$ cat config.mk
export PLATFORM = sky130hd
export DESIGN_NAME = pipe_hazard_ctrl
export DESIGN_NICKNAME = d
export VERILOG_FILES = /design/src/rtl/pipe_hazard_ctrl.sv
export SDC_FILE = /design/constraint.sdc
export NUM_CORES = 1
export LEC_CHECK = 0
export CORE_MARGIN = 2
export CORE_UTILIZATION = 40
export CTS_CLUSTER_DIAMETER = 30
export CTS_CLUSTER_SIZE = 12
export DETAILED_ROUTE_END_ITERATION = 16
export PLACE_DENSITY = 0.64
export RECOVER_POWER = 25
export SYNTH_ARGS = -nofsm -noshare
export SYNTH_HDL_FRONTEND = slang
export SYNTH_SLANG_ARGS = --single-unit
$ cat constraint.sdc
create_clock -name clk -period 9.2 [get_ports clk]
set_input_delay 2.76 -clock clk [delete_from_list [all_inputs] [get_ports clk]]
set_output_delay 2.76 -clock clk [all_outputs]
set_load 0.03 [all_outputs]
$ cat src/rtl/pipe_hazard_ctrl.sv
`default_nettype none
// ============================================================================
// Module      : pipe_hazard_ctrl
// Description : Stall/flush sequencer for the 5-stage pipeline buffers, with
//               stall/flush counters and a data-memory timeout flag.
// Revision    : 1.0 - initial release
// ============================================================================
module pipe_hazard_ctrl #(
  parameter int MEM_TIMEOUT  = 16,
  parameter int R0_HARDWIRED = 1
) (
  input  logic        clk,
  input  logic        rst_n,
  input  logic [5:0]  id_rs,
  input  logic [5:0]  id_rt,
  input  logic        id_uses_rs,
  input  logic        id_uses_rt,
  input  logic [5:0]  ex_rd,
  input  logic        ex_is_load,
  input  logic        ex_branch_taken,
  input  logic        mem_req,
  input  logic        mem_ready,
  input  logic        wb_halt,
  output logic        pc_en,
  output logic        ifid_en,
  output logic        ifid_flush,
  output logic        idex_en,
  output logic        idex_flush,
  output logic        exmem_en,
  output logic        memwb_bubble,
  output logic [31:0] stall_cnt,
  output logic [31:0] flush_cnt,
  output logic        err_timeout,
  output logic        halted
);

  localparam logic [1:0] c_st_run  = 2'd0;
  localparam logic [1:0] c_st_wait = 2'd1;
  localparam logic [1:0] c_st_halt = 2'd2;
  localparam logic [7:0] c_timeout = 8'(MEM_TIMEOUT);

  logic [1:0]  r_state;
  logic [1:0]  w_state_next;
  logic [7:0]  r_wait_cnt;
  logic [7:0]  w_wait_cnt_next;
  logic [31:0] r_stall_cnt;
  logic [31:0] r_flush_cnt;
  logic        r_err;
  logic        w_rd_valid;
  logic        w_load_use;
  logic        w_mem_pend;
  logic        w_halt_take;
  logic        w_wait;
  logic        w_stall_inc;
  logic        w_flush_inc;

  generate
    if (R0_HARDWIRED != 0) begin : g_r0_hard
      assign w_rd_valid = (ex_rd != 6'd0);
    end else begin : g_r0_soft
      assign w_rd_valid = 1'b1;
    end
  endgenerate

  assign w_load_use = ex_is_load & w_rd_valid &
                      ((id_uses_rs & (id_rs == ex_rd)) | (id_uses_rt & (id_rt == ex_rd)));

  // Once waiting, only mem_ready ends the wait; a new wait needs mem_req.
  assign w_mem_pend  = (r_state == c_st_wait) ? ~mem_ready
                     : ((r_state == c_st_run) & mem_req & ~mem_ready);
  assign w_halt_take = wb_halt & (r_state != c_st_halt) &
                       ~((r_state == c_st_wait) & ~mem_ready);
  assign w_wait      = w_mem_pend & ~w_halt_take;

  always_comb begin
    pc_en        = 1'b1;
    ifid_en      = 1'b1;
    idex_en      = 1'b1;
    exmem_en     = 1'b1;
    ifid_flush   = 1'b0;
    idex_flush   = 1'b0;
    memwb_bubble = 1'b0;
    w_stall_inc  = 1'b0;
    w_flush_inc  = 1'b0;
    if (!rst_n) begin
      pc_en        = 1'b0;
      ifid_en      = 1'b0;
      idex_en      = 1'b0;
      exmem_en     = 1'b0;
      ifid_flush   = 1'b1;
      idex_flush   = 1'b1;
      memwb_bubble = 1'b1;
    end else if ((r_state == c_st_halt) || w_halt_take) begin
      pc_en    = 1'b0;
      ifid_en  = 1'b0;
      idex_en  = 1'b0;
      exmem_en = 1'b0;
    end else if (w_wait) begin
      pc_en        = 1'b0;
      ifid_en      = 1'b0;
      idex_en      = 1'b0;
      exmem_en     = 1'b0;
      memwb_bubble = 1'b1;
      w_stall_inc  = 1'b1;
    end else if (ex_branch_taken) begin
      ifid_flush  = 1'b1;
      idex_flush  = 1'b1;
      w_flush_inc = 1'b1;
    end else if (w_load_use) begin
      pc_en       = 1'b0;
      ifid_en     = 1'b0;
      idex_flush  = 1'b1;
      w_stall_inc = 1'b1;
    end
  end

  always_comb begin
    w_state_next    = c_st_run;
    w_wait_cnt_next = 8'd0;
    if ((r_state == c_st_halt) || w_halt_take) begin
      w_state_next = c_st_halt;
    end else if (w_wait) begin
      w_state_next = c_st_wait;
      if (r_state == c_st_run)
        w_wait_cnt_next = 8'd1;
      else if (r_wait_cnt == c_timeout)
        w_wait_cnt_next = r_wait_cnt;
      else
        w_wait_cnt_next = r_wait_cnt + 8'd1;
    end
  end

  always_ff @(posedge clk or negedge rst_n) begin
    if (!rst_n) begin
      r_state     <= c_st_run;
      r_wait_cnt  <= 8'd0;
      r_stall_cnt <= 32'd0;
      r_flush_cnt <= 32'd0;
      r_err       <= 1'b0;
    end else begin
      r_state    <= w_state_next;
      r_wait_cnt <= w_wait_cnt_next;
      if (w_stall_inc)
        r_stall_cnt <= r_stall_cnt + 32'd1;
      if (w_flush_inc)
        r_flush_cnt <= r_flush_cnt + 32'd1;
      if (w_wait && (w_wait_cnt_next == c_timeout))
        r_err <= 1'b1;
    end
  end

  assign stall_cnt   = r_stall_cnt;
  assign flush_cnt   = r_flush_cnt;
  assign err_timeout = r_err;
  assign halted      = (r_state == c_st_halt);

endmodule
`default_nettype wire

Yosys cells after proc, flatten, opt, wreduce, memory -nomap -nowiden
Index checks and enable logic that the tools add are counted.
Word-level totals
  flip-flop bits (word level): 75
  bits of input ports: 27
  output and inout bits: 73
  logic and storage cells: 65
Cells by class
  $add $sub $neg: 3
  eq/ne operators: 7
  multiplexer cells: 32
  bitwise logic cells: 14
  reduce and logical (&&, ||, !) cells: 4
Operator list (number)
  32-bit by 1-bit adder with 32-bit output (second input constant): 2
  8-bit 2-to-1 mux: 4
  1-bit 2-to-1 mux: 27
  8-bit by 5-bit equality test with 1-bit output (second input constant): 2
  6-bit equality test: 2
  1-bit AND: 10
  8-bit by 1-bit adder with 8-bit output (second input constant): 1
  6-bit nonzero test: 1
  1-bit inverter: 3
  2-bit by 1-bit equality test with 1-bit output (second input constant): 1
  2-bit equality test (second input constant): 1
  2-bit logical NOT: 1
  2-bit 2-to-1 mux: 1
  2-bit inequality test (second input constant): 1
  1-bit logical AND: 1
  1-bit logical OR: 1
  1-bit bitwise OR: 1

Depth between registers and ports, before layout
Gate-level depths: netlist of the first run.
  word-level depth: 10
  mapped depth: 8

Least setup slack after synthesis of the first run
Ideal clock, no wire load.
  path kind: input to output
  start: in ex_rd[0]
  end: out pc_en
  arrival: 4.291 ns
  slack: 2.149 ns
  cell stages on the path: 5
  cell sequence: or4_1 > o31ai_1 > nand2b_1 > o21a_1 > buf_4
Between the ends
  word-level cells in the longest chain between the ends: 9
  elaborated cells on any way between the ends: 13
Ends and longest elaborated chain
  start, declared: line 18  | input logic [5:0] ex_rd,
  6-bit equality test: line 66  | ((id_uses_rs & (id_rs == ex_rd)) | (id_uses_rt & (id_rt == ex_rd)));
  1-bit AND: line 66
  1-bit bitwise OR: line 66
  1-bit AND (*): line 65  | assign w_load_use = ex_is_load & w_rd_valid &
  1-bit 2-to-1 mux (*) (5 in a row)
  end, declared: line 24  | output logic pc_en,
Every way passes the cells marked *; elsewhere a longest branch is shown, timed or not.

Worst setup path in the final report of the first run
  start: in ex_rd[0]
  end: out pc_en
Between the ends
  word-level cells in the longest chain between the ends: 9
  elaborated cells on any way between the ends: 13
Ends and longest elaborated chain
  6-bit equality test: line 66
  1-bit AND: line 66
  1-bit bitwise OR: line 66
  1-bit AND (*): line 65
  1-bit 2-to-1 mux (*): line 109  | end else if (w_load_use) begin
  1-bit 2-to-1 mux (*): line 105  | end else if (ex_branch_taken) begin
  1-bit 2-to-1 mux (*): line 98  | end else if (w_wait) begin
  1-bit 2-to-1 mux (*): line 93  | end else if ((r_state == c_st_halt) || w_halt_take) begin
  1-bit 2-to-1 mux (*): line 85  | if (!rst_n) begin
Marks and branches as above.

==> flow_metrics.tcl, run 1 <==
set metrics [dict create \
    rrSetupSlack_ns 6.41 \
    dp_worst_setup_slack_ns 1.249 \
    critical_path_required_ns 6.44 \
    fp.dieArea_mm2 0.01012 \
    grt_pass1_wl_um 13890 \
    fin_setup_tns_ns 0 \
    yosysWarnings 0 \
    drive_gt1_share_pct 4.701 \
    syn_to_final_growth_pct 34.51 \
    drt_iter0_markers 138 \
    rsz0062_at_grt "false" \
    cp-end-kind "output pin" \
    ctsResizeCount 0 \
    cts_setup_buffers 0 \
    grt_pass1_vias 2915 \
    initial_core_util_pct 40.77 \
    num_vias 2942 \
    layout_setup_ws_ns 1.225 \
    hold_path_end "flush_cnt[31]$_DFFE_PN0P_" \
    final_common_cell "clkdlybuf4s50_1" \
    grt_overflow 0 \
    setup_viol 0 \
    synth_cell_types 41 \
    hp-start "flush_cnt[31]$_DFFE_PN0P_" \
    layout.nets 494 \
    antennaDiodeCount 0 \
    die_w_um 100.6 \
    cts.clk_slew.worst_paths_ns 0.08 \
    drc 0 \
    firstDrtPassIters 4 \
    syn_area_mm2 0.003731 \
    r2r-start "r_state[0]$_DFF_PN0_" \
    routedWlPerCell_um 14.27 \
    dp.cells 563 \
    holdPathStages 1 \
    grt_max_degree 73 \
    ys_ff_latch 75 \
    ys_async_sr_fraction_pct 100.0 \
    final_cells 579 \
    detail_route.wirelength_um 8262 \
    crit_type "primary input to output pin" \
    cellLeakagePower_nw 2.191 \
    slew_viol_final 73 \
    cts.sinks 75 \
    period_minus_slack_ns 7.975 \
    syn-num-nets 393 \
    dp_hpwl_um 5988 \
    port_buffers 99 \
    ant_nets 0 \
    slew_headroom_pct -154.8 \
    fmax_ghz 0.1254 \
    cp_data_arrival_time_ns 5.21 \
    vdd_drop_max_mv 0.07026 \
    path_max_fanout 4 \
    gp_congestion 0.7958 \
    die_y_um 100.6 \
    routed_via_density 5.081 \
    cts_hold_buf 0 \
    cts_tree "built" \
    synthCells 362 \
    rows 35 \
    cts_inserted_buffers 9 \
    worstSkewPairLatency_ns 0.34 \
    root_buffer "clkbuf_8" \
    synth_edf_count 0 \
    avgSynthCellArea_um2 10.31 \
    cts_buffer_depth 2 \
    final_core_util_pct 54.83 \
    power_uw 666.0 \
    powerDensity_mw_per_mm2 132.7 \
    cts.htree.levels 3 \
    worst_r2r_endpoint "stall_cnt[21]$_DFFE_PN0P_" \
    grt_use_total_pct 17.24 \
    synth_ff_type "dfrtp_1" \
    ys_seq_area_share_pct 50.30 \
    worstMarginPinSlew_ns 3.821 \
    io_pins 100 \
    max-cap-violations 1 \
    violations "capacitance limit, slew limit" \
    antenna_found_initial 0 \
    hold_violations 0 \
    clock_skew_ns 0.01304 \
    min_period_over_period_pct 86.68 \
    status "complete, but fails checks" \
    cp-start-kind "primary input" \
    final_cell_mix "97 x clkdlybuf4s50_1, 75 x dfrtp_1, 48 x xnor2_1" \
    hp-class "register to register" \
    reg2regPathDepth 6 \
    fp.coreArea_mm2 0.009153 \
]
-- critical path: stages --
cell and delay (ns):
clkdlybuf4s50_1 0.47, or4_1 0.55, o31ai_1 0.42, nand2b_1 0.19
o21a_1 0.15, clkdlybuf4s50_1 0.68
-- flip-flops by register name (all words and copies together), names as in the netlist --
name,flops
stall_cnt,32
r_state,2
r_wait_cnt,8
flush_cnt,32
err_timeout,1
-- cell families (layout without fill, tap and decap cells) --
| family | Yosys count | in the layout | share of synthesized area [%] |
|---|---|---|---|
| XOR/XNOR | 83 | 83 | 19.48 |
| multiplexers | 2 | 2 | 0.6036 |
| adder cells (fa/ha/maj) | 4 | 4 | 1.341 |
| AO/OA/AOI/OAI | 20 | 20 | 3.723 |
| flip-flops | 75 | 75 | 50.30 |
| buffers and inverters | 23 | 129 | 2.951 |
| AND/OR/NAND/NOR | 155 | 155 | 21.60 |
-- metal layers --
metal	vias to the layer above	share of wire [%]	track usage, %
met5	-	0	0
met4	0	1.3	4.742
met3	8	5.1	5.062
met2	87	47	27.13
met1	1408	47	23.28
li1	1439	-	-
-- through the flow --
step | hold slack, ns | area (um^2)
after floorplan | 0.5340 | 3731
after global placement | 0.4576 | 4808
after detailed placement | 0.4600 | 4808
after CTS | 0.4722 | 5026
after global routing | 0.5046 | 5019
final | 0.4665 | 5019
-- worst max path at each step --
stage / start / endpoint / cells past startpoint
2_1_floorplan: ex_rd[0] / pc_en / 5
3_3_place_gp: ex_rd[0] / ifid_en / 6
6_report: ex_rd[0] / pc_en / 6
4_1_cts: ex_rd[0] / pc_en / 6
3_5_place_dp: ex_rd[0] / pc_en / 6
5_1_grt: ex_rd[0] / ifid_en / 6
-- area by class of cell --
type	instances	area, um^2
fill	837	4134
tap	111	138.9
clock buffer	10	127.6
multi-input combinational	264	1744
inverter	12	45.04
timing repair buffer	101	996.0
clock inverter	6	90.09
sequential	75	1877
-- report_power, final --
group          total [mW]  switching (mW)  leakage, nW  internal [mW]
sequential          0.338         0.00497         1.01          0.334
combinational      0.0510          0.0268         1.08         0.0242
clock               0.276           0.123        0.106          0.153
-- synth_stat cells, types with 2 or more instances --
cell type | n | area, um^2
dfrtp_1 | 75 | 1877
xnor2_1 | 48 | 420.4
xor2_1 | 35 | 306.5
nor2_1 | 34 | 127.6
nand2_1 | 26 | 97.59
nand3_1 | 25 | 125.1
nand4_1 | 14 | 87.58
nor3_1 | 14 | 70.07
inv_1 | 12 | 45.04
and3_1 | 11 | 68.82
nor4_1 | 7 | 43.79
and4_1 | 6 | 52.55
clkbuf_1 | 6 | 22.52
a21oi_1 | 4 | 20.02
ha_1 | 4 | 50.05
nor3b_1 | 4 | 30.03
nand2b_1 | 3 | 18.77
nor2b_1 | 3 | 18.77
o21ai_0 | 3 | 15.01
and2_1 | 2 | 12.51
buf_4 | 2 | 15.01
buf_6 | 2 | 22.52
mux2_2 | 2 | 22.52
o22ai_1 | 2 | 12.51
o31ai_1 | 2 | 15.01
Power figures use the tool's default switching activity.
==> run 2: changes to the inputs <==
Settings changed: SKIP_LAST_GASP set to 1, SLEW_MARGIN set to 20.
Clock period 9.2 ns to 9.7 ns, I/O delays scaled along.
==> run 2 against run 1 <==
The flow still finishes with violations (capacitance limit, slew limit). Non-clock buffer count did not move. Clock power is 12% lower. Clock-buffer cell count increased by 1. Global-route usage is essentially flat. First-iteration DRC count fell by 5.1%. Sequential power fell by 5%. Hold slack worse by 0.00074 ns. Final area decreased by 0.27%. Combinational power shrank 4.5%. Flip-flop and latch count did not move. Register-to-register slack better by 0.76 ns. Routed wire length shrank 0.16%.
==> flow_metrics.tcl, run 2 (synthesis results as in run 1) <==
set metrics [dict create \
    violations "capacitance limit, slew limit" \
    crit_chain "clkdlybuf4s50_1 -> or4_1 -> o31ai_1 -> nand2b_1 -> o21a_1 -> clkdlybuf4s50_1" \
    cts_tree "built" \
    drt_iter0_markers 131 \
    antenna_found_initial 0 \
    reg2regPathDepth 6 \
    cts_inserted_buffers 9 \
    cp_data_arrival_time_ns 5.34 \
    syn_to_final_growth_pct 34.14 \
    register_area_mm2 0.001877 \
    endpoint "pc_en" \
    rows 35 \
    worst_r2r_endpoint "stall_cnt[31]$_DFFE_PN0P_" \
    hp-class "register to register" \
    initial_core_util_pct 40.77 \
    cts.clk_slew.worst_paths_ns 0.07 \
    path_max_fanout 4 \
    drive_gt1_share_pct 4.925 \
    num_vias 2942 \
    ctsResizeCount 0 \
    status "complete, but fails checks" \
    multi_input_area_mm2 0.001748 \
    min_period_over_period_pct 85.06 \
    fmax_ghz 0.1212 \
    critical_path_required_ns 6.79 \
    rsz0062_at_grt "false" \
    drc 0 \
    gp_congestion 0.7958 \
    cp-start-kind "primary input" \
    dp_hpwl_um 6025 \
    port_buffers 99 \
    cpMostUsedCell "clkdlybuf4s50_1" \
    die_w_um 100.6 \
    antennaDiodeCount 0 \
    grt_pass1_vias 2919 \
    grt_max_degree 73 \
    fp.dieArea_mm2 0.01012 \
    cts.sinks 75 \
    crit_start "ex_rd[0]" \
    fill_cells 842 \
    grt_use_total_pct 17.20 \
    slowest_stage "clkdlybuf4s50_1" \
    routed_via_density 5.090 \
    clock_skew_ns 0.009882 \
    final_cell_mix "97 x clkdlybuf4s50_1, 75 x dfrtp_1, 48 x xnor2_1" \
    vdd_drop_max_mv 0.06137 \
    crit_path_max_incr_delay_ns 0.67 \
    path_depth 6 \
    fp.coreArea_mm2 0.009153 \
    setup_viol 0 \
    final_common_cell "clkdlybuf4s50_1" \
    r2r-start "stall_cnt[4]$_DFFE_PN0P_" \
    die_y_um 100.6 \
    hold_slack_ns 0.4658 \
    cts_hold_buf 0 \
    cp_top_family "buffers and inverters" \
    root_buffer "clkbuf_8" \
    io_pins 100 \
    cts.htree.levels 3 \
    firstDrtPassIters 4 \
    final_core_util_pct 54.68 \
    path_buf_inv 2 \
    slew_viol_final 73 \
    cp-end-kind "output pin" \
    max-cap-violations 1 \
    grt_overflow 0 \
    rrSetupSlack_ns 7.17 \
    hold_violations 0 \
    cts_buffer_depth 2 \
    ant_nets 0 \
    fin_setup_tns_ns 0 \
    detail_route.wirelength_um 8249 \
    slew_headroom_pct -156.5 \
    cts_setup_buffers 0 \
    grt_pass1_wl_um 13860 \
    worstSkewPairLatency_ns 0.34 \
    worstMarginPinSlew_ns 3.848 \
    routedWlPerCell_um 14.27 \
    crit_type "primary input to output pin" \
    cellLeakagePower_nw 2.191 \
    period_minus_slack_ns 8.251 \
    layout.nets 494 \
    powerDensity_mw_per_mm2 122.6 \
]
## run 2: worst register-to-register path: cells and delay by family (launching register included)
kind,cells,cell delay (ns)
XOR/XNOR,1,0.13
flip-flops,1,0.47
AND/OR/NAND/NOR,5,1.82
## run 2: worst min-delay path by stage
stage,slack [ns],cells past startpoint,to,start
final,0.47,1,flush_cnt[31]$_DFFE_PN0P_,flush_cnt[31]$_DFFE_PN0P_
after global routing,0.50,1,flush_cnt[31]$_DFFE_PN0P_,flush_cnt[31]$_DFFE_PN0P_
after floorplan,0.53,2,r_wait_cnt[4]$_DFF_PN0_,r_wait_cnt[4]$_DFF_PN0_
after CTS,0.47,1,flush_cnt[31]$_DFFE_PN0P_,flush_cnt[31]$_DFFE_PN0P_
after detailed placement,0.46,1,flush_cnt[31]$_DFFE_PN0P_,flush_cnt[31]$_DFFE_PN0P_
after global placement,0.46,1,flush_cnt[31]$_DFFE_PN0P_,flush_cnt[31]$_DFFE_PN0P_
## run 2: report_power, final
part,internal (mW),switching [mW]
clock network,0.132,0.112
logic,0.0230,0.0258
registers,0.316,0.00469
total,0.471,0.143
## run 2: final cells by class
| type | count | area share (%) |
|---|---|---|
| sequential | 75 | 37.50 |
| multi-input combinational | 264 | 34.93 |
| timing repair buffer | 101 | 19.90 |
| clock buffer | 11 | 3.025 |
| tap | 111 | 2.775 |
| clock inverter | 4 | 0.9750 |
| inverter | 12 | 0.9000 |
## run 2: metal layers
metal	track usage, %	vias up	wire length [um]	part of all wire, %
met1	23.05	1413	3855	47
met3	3.537	12	356	4.3
li1	-	1442	-	-
met2	27.49	75	3876	47
met4	6.533	0	161	2.0
met5	0	-	0	0
## run 2: stage by stage
step	std cells	setup slack (ns)	power [mW]	cell area (um^2)
6_report	578	1.449	0.6136	5005
3_5_place_dp	563	1.441	0.3773	4812
2_1_floorplan	362	2.349	0.3456	3731
4_1_cts	578	1.434	0.6249	5012
5_1_grt	578	1.295	0.6428	5005
3_3_place_gp	563	1.480	0.3765	4808
==> run 3: changes to the inputs <==
Settings changed: CORE_UTILIZATION 40 to 47, PLACE_DENSITY 0.64 to 0.74.
Clock period 9.7 ns to 10.6 ns, I/O delays scaled along.
==> run 3 against run 2 <==
Critical path type unchanged. Setup slack improved by 0.31 ns. Sequential share of layout area is 0.11 points lower. The run now ends clean. Largest cell class unchanged. Core utilization up 10 points.
==> flow_metrics.tcl, run 3 (synthesis results as in run 1) <==
set metrics [dict create \
    num_vias 3002 \
    period_minus_slack_ns 8.836 \
    fp.coreArea_mm2 0.007727 \
    drt_iter0_markers 104 \
    layout.nets 493 \
    cts_setup_buffers 0 \
    initial_core_util_pct 48.28 \
    cts.htree.levels 3 \
    fmax_ghz 0.1132 \
    cts.clk_slew.worst_paths_ns 0.08 \
    max-cap-violations 0 \
    critical_path_required_ns 7.42 \
    gr-usage-met1_pct 25.84 \
    rsz0062_at_grt "false" \
    detail_route.wirelength_um 8089 \
    antennaDiodeCount 0 \
    hp-class "register to register" \
    syn_to_final_growth_pct 34.54 \
    grt_pass1_vias 2951 \
    routedWlPerCell_um 14.22 \
    antenna_found_initial 0 \
    hold_violations 0 \
    firstDrtPassIters 4 \
    cts.sinks 75 \
    cp_data_arrival_time_ns 5.66 \
    cts_inserted_buffers 9 \
    cpMostUsedCell "clkdlybuf4s50_1" \
    crit_type "primary input to output pin" \
    crit_path_max_incr_delay_ns 0.67 \
    grt_pass1_wl_um 13610 \
    die_w_um 93.10 \
    status "finished clean" \
    port_buffers 99 \
    io_pins 100 \
    cp-end-kind "output pin" \
    die_y_um 93.10 \
    grt_overflow 0 \
    slowest_stage "clkdlybuf4s50_1" \
    drc 0 \
    drive_gt1_share_pct 5.353 \
    routed_via_density 5.276 \
    grt_use_total_pct 19.48 \
    cp-start-kind "primary input" \
    design_area_mm2 0.005020 \
    min_period_over_period_pct 83.36 \
    cts_buffer_depth 2 \
    layout_setup_ws_ns 1.764 \
    fill_cells 608 \
    cellLeakagePower_nw 2.196 \
    powerDensity_mw_per_mm2 115.9 \
    path_max_fanout 4 \
    crit_chain "clkdlybuf4s50_1 -> or4_1 -> o31ai_1 -> nand2b_1 -> o21a_1 -> clkdlybuf4s50_1" \
    fp.dieArea_mm2 0.008668 \
    ant_nets 0 \
    top_usage_layer "met2" \
    root_buffer "clkbuf_8" \
    worstSkewPairLatency_ns 0.34 \
    worstMarginPinSlew_ns 0.9829 \
    gp_congestion 0.8120 \
    vdd_drop_max_mv 0.06977 \
    slew_headroom_pct 34.47 \
    fin_setup_tns_ns 0 \
    grt_use_met3_pct 5.963 \
    ctsResizeCount 0 \
    cts_hold_buf 0 \
    dp_worst_setup_slack_ns 1.786 \
    grt_max_degree 82 \
    final_common_cell "clkdlybuf4s50_1" \
    rows 32 \
    setup_viol 0 \
    dp_hpwl_um 5953 \
    clock_skew_ns 0.004898 \
    place_area_mm2 0.004790 \
    final_cell_mix "98 x clkdlybuf4s50_1, 75 x dfrtp_1, 48 x xnor2_1" \
    cts_tree "built" \
    final_core_util_pct 64.96 \
    grt_use_met2_pct 31.16 \
    slew_viol_final 0 \
]
run 3: final cells by class:
| cell class | instances | area [um^2] | share of cell area (%) |
|---|---|---|---|
| clock buffers | 10 | 137.6 | 2.742 |
| multi-input cells | 264 | 1748 | 34.82 |
| well taps | 102 | 127.6 | 2.542 |
| flip-flops and latches | 75 | 1877 | 37.39 |
| repair buffers | 100 | 996.0 | 19.84 |
| clock inverters | 6 | 88.84 | 1.770 |
| inverters | 12 | 45.04 | 0.8973 |
run 3: power by group:
| group | internal [mW] | total (mW) | switching (mW) |
|---|---|---|---|
| logic | 0.0212 | 0.0449 | 0.0237 |
| registers | 0.289 | 0.294 | 0.00421 |
| clock network | 0.139 | 0.243 | 0.105 |
| total | 0.449 | 0.582 | 0.132 |
run 3: layer usage:
metal,share of wire [%],wire [um],up-vias
met5,0,0,-
met3,6.8,552,2
met2,49,3940,91
met1,44,3576,1466
met4,0.23,19,0
li1,-,-,1443
run 3: per-stage QoR:
stage | cells | power (mW) | hold slack, ns
final | 569 | 0.5819 | 0.4700
after CTS | 569 | 0.5898 | 0.4710
after global routing | 569 | 0.6065 | 0.4920
after global placement | 553 | 0.3438 | 0.4554
after floorplan | 362 | 0.3163 | 0.5340
after detailed placement | 553 | 0.3449 | 0.4580
run 3: worst max-delay path, delay by kind of cell:
family	cells	cell delay [ns]
buffers and inverters	2	1.16
AND/OR/NAND/NOR	2	0.74
AO/OA/AOI/OAI	2	0.57
run 3: path summary, 6_finish.rpt:
| path | startpoint | end | slack (ns) | cells after the start |
|---|---|---|---|---|
| min reg2reg | flush_cnt[31]$_DFFE_PN0P_ | flush_cnt[31]$_DFFE_PN0P_ | 0.47 | 1 |
| max | ex_rd[0] | pc_en | 1.76 | 6 |
| min | flush_cnt[31]$_DFFE_PN0P_ | flush_cnt[31]$_DFFE_PN0P_ | 0.47 | 1 |
| max in group asynchronous | rst_n | r_state[1]$_DFF_PN0_ | 6.98 | 1 |
| max reg2reg | stall_cnt[4]$_DFFE_PN0P_ | stall_cnt[31]$_DFFE_PN0P_ | 8.11 | 6 |
| min in group asynchronous | rst_n | flush_cnt[13]$_DFFE_PN0P_ | 2.99 | 1 |
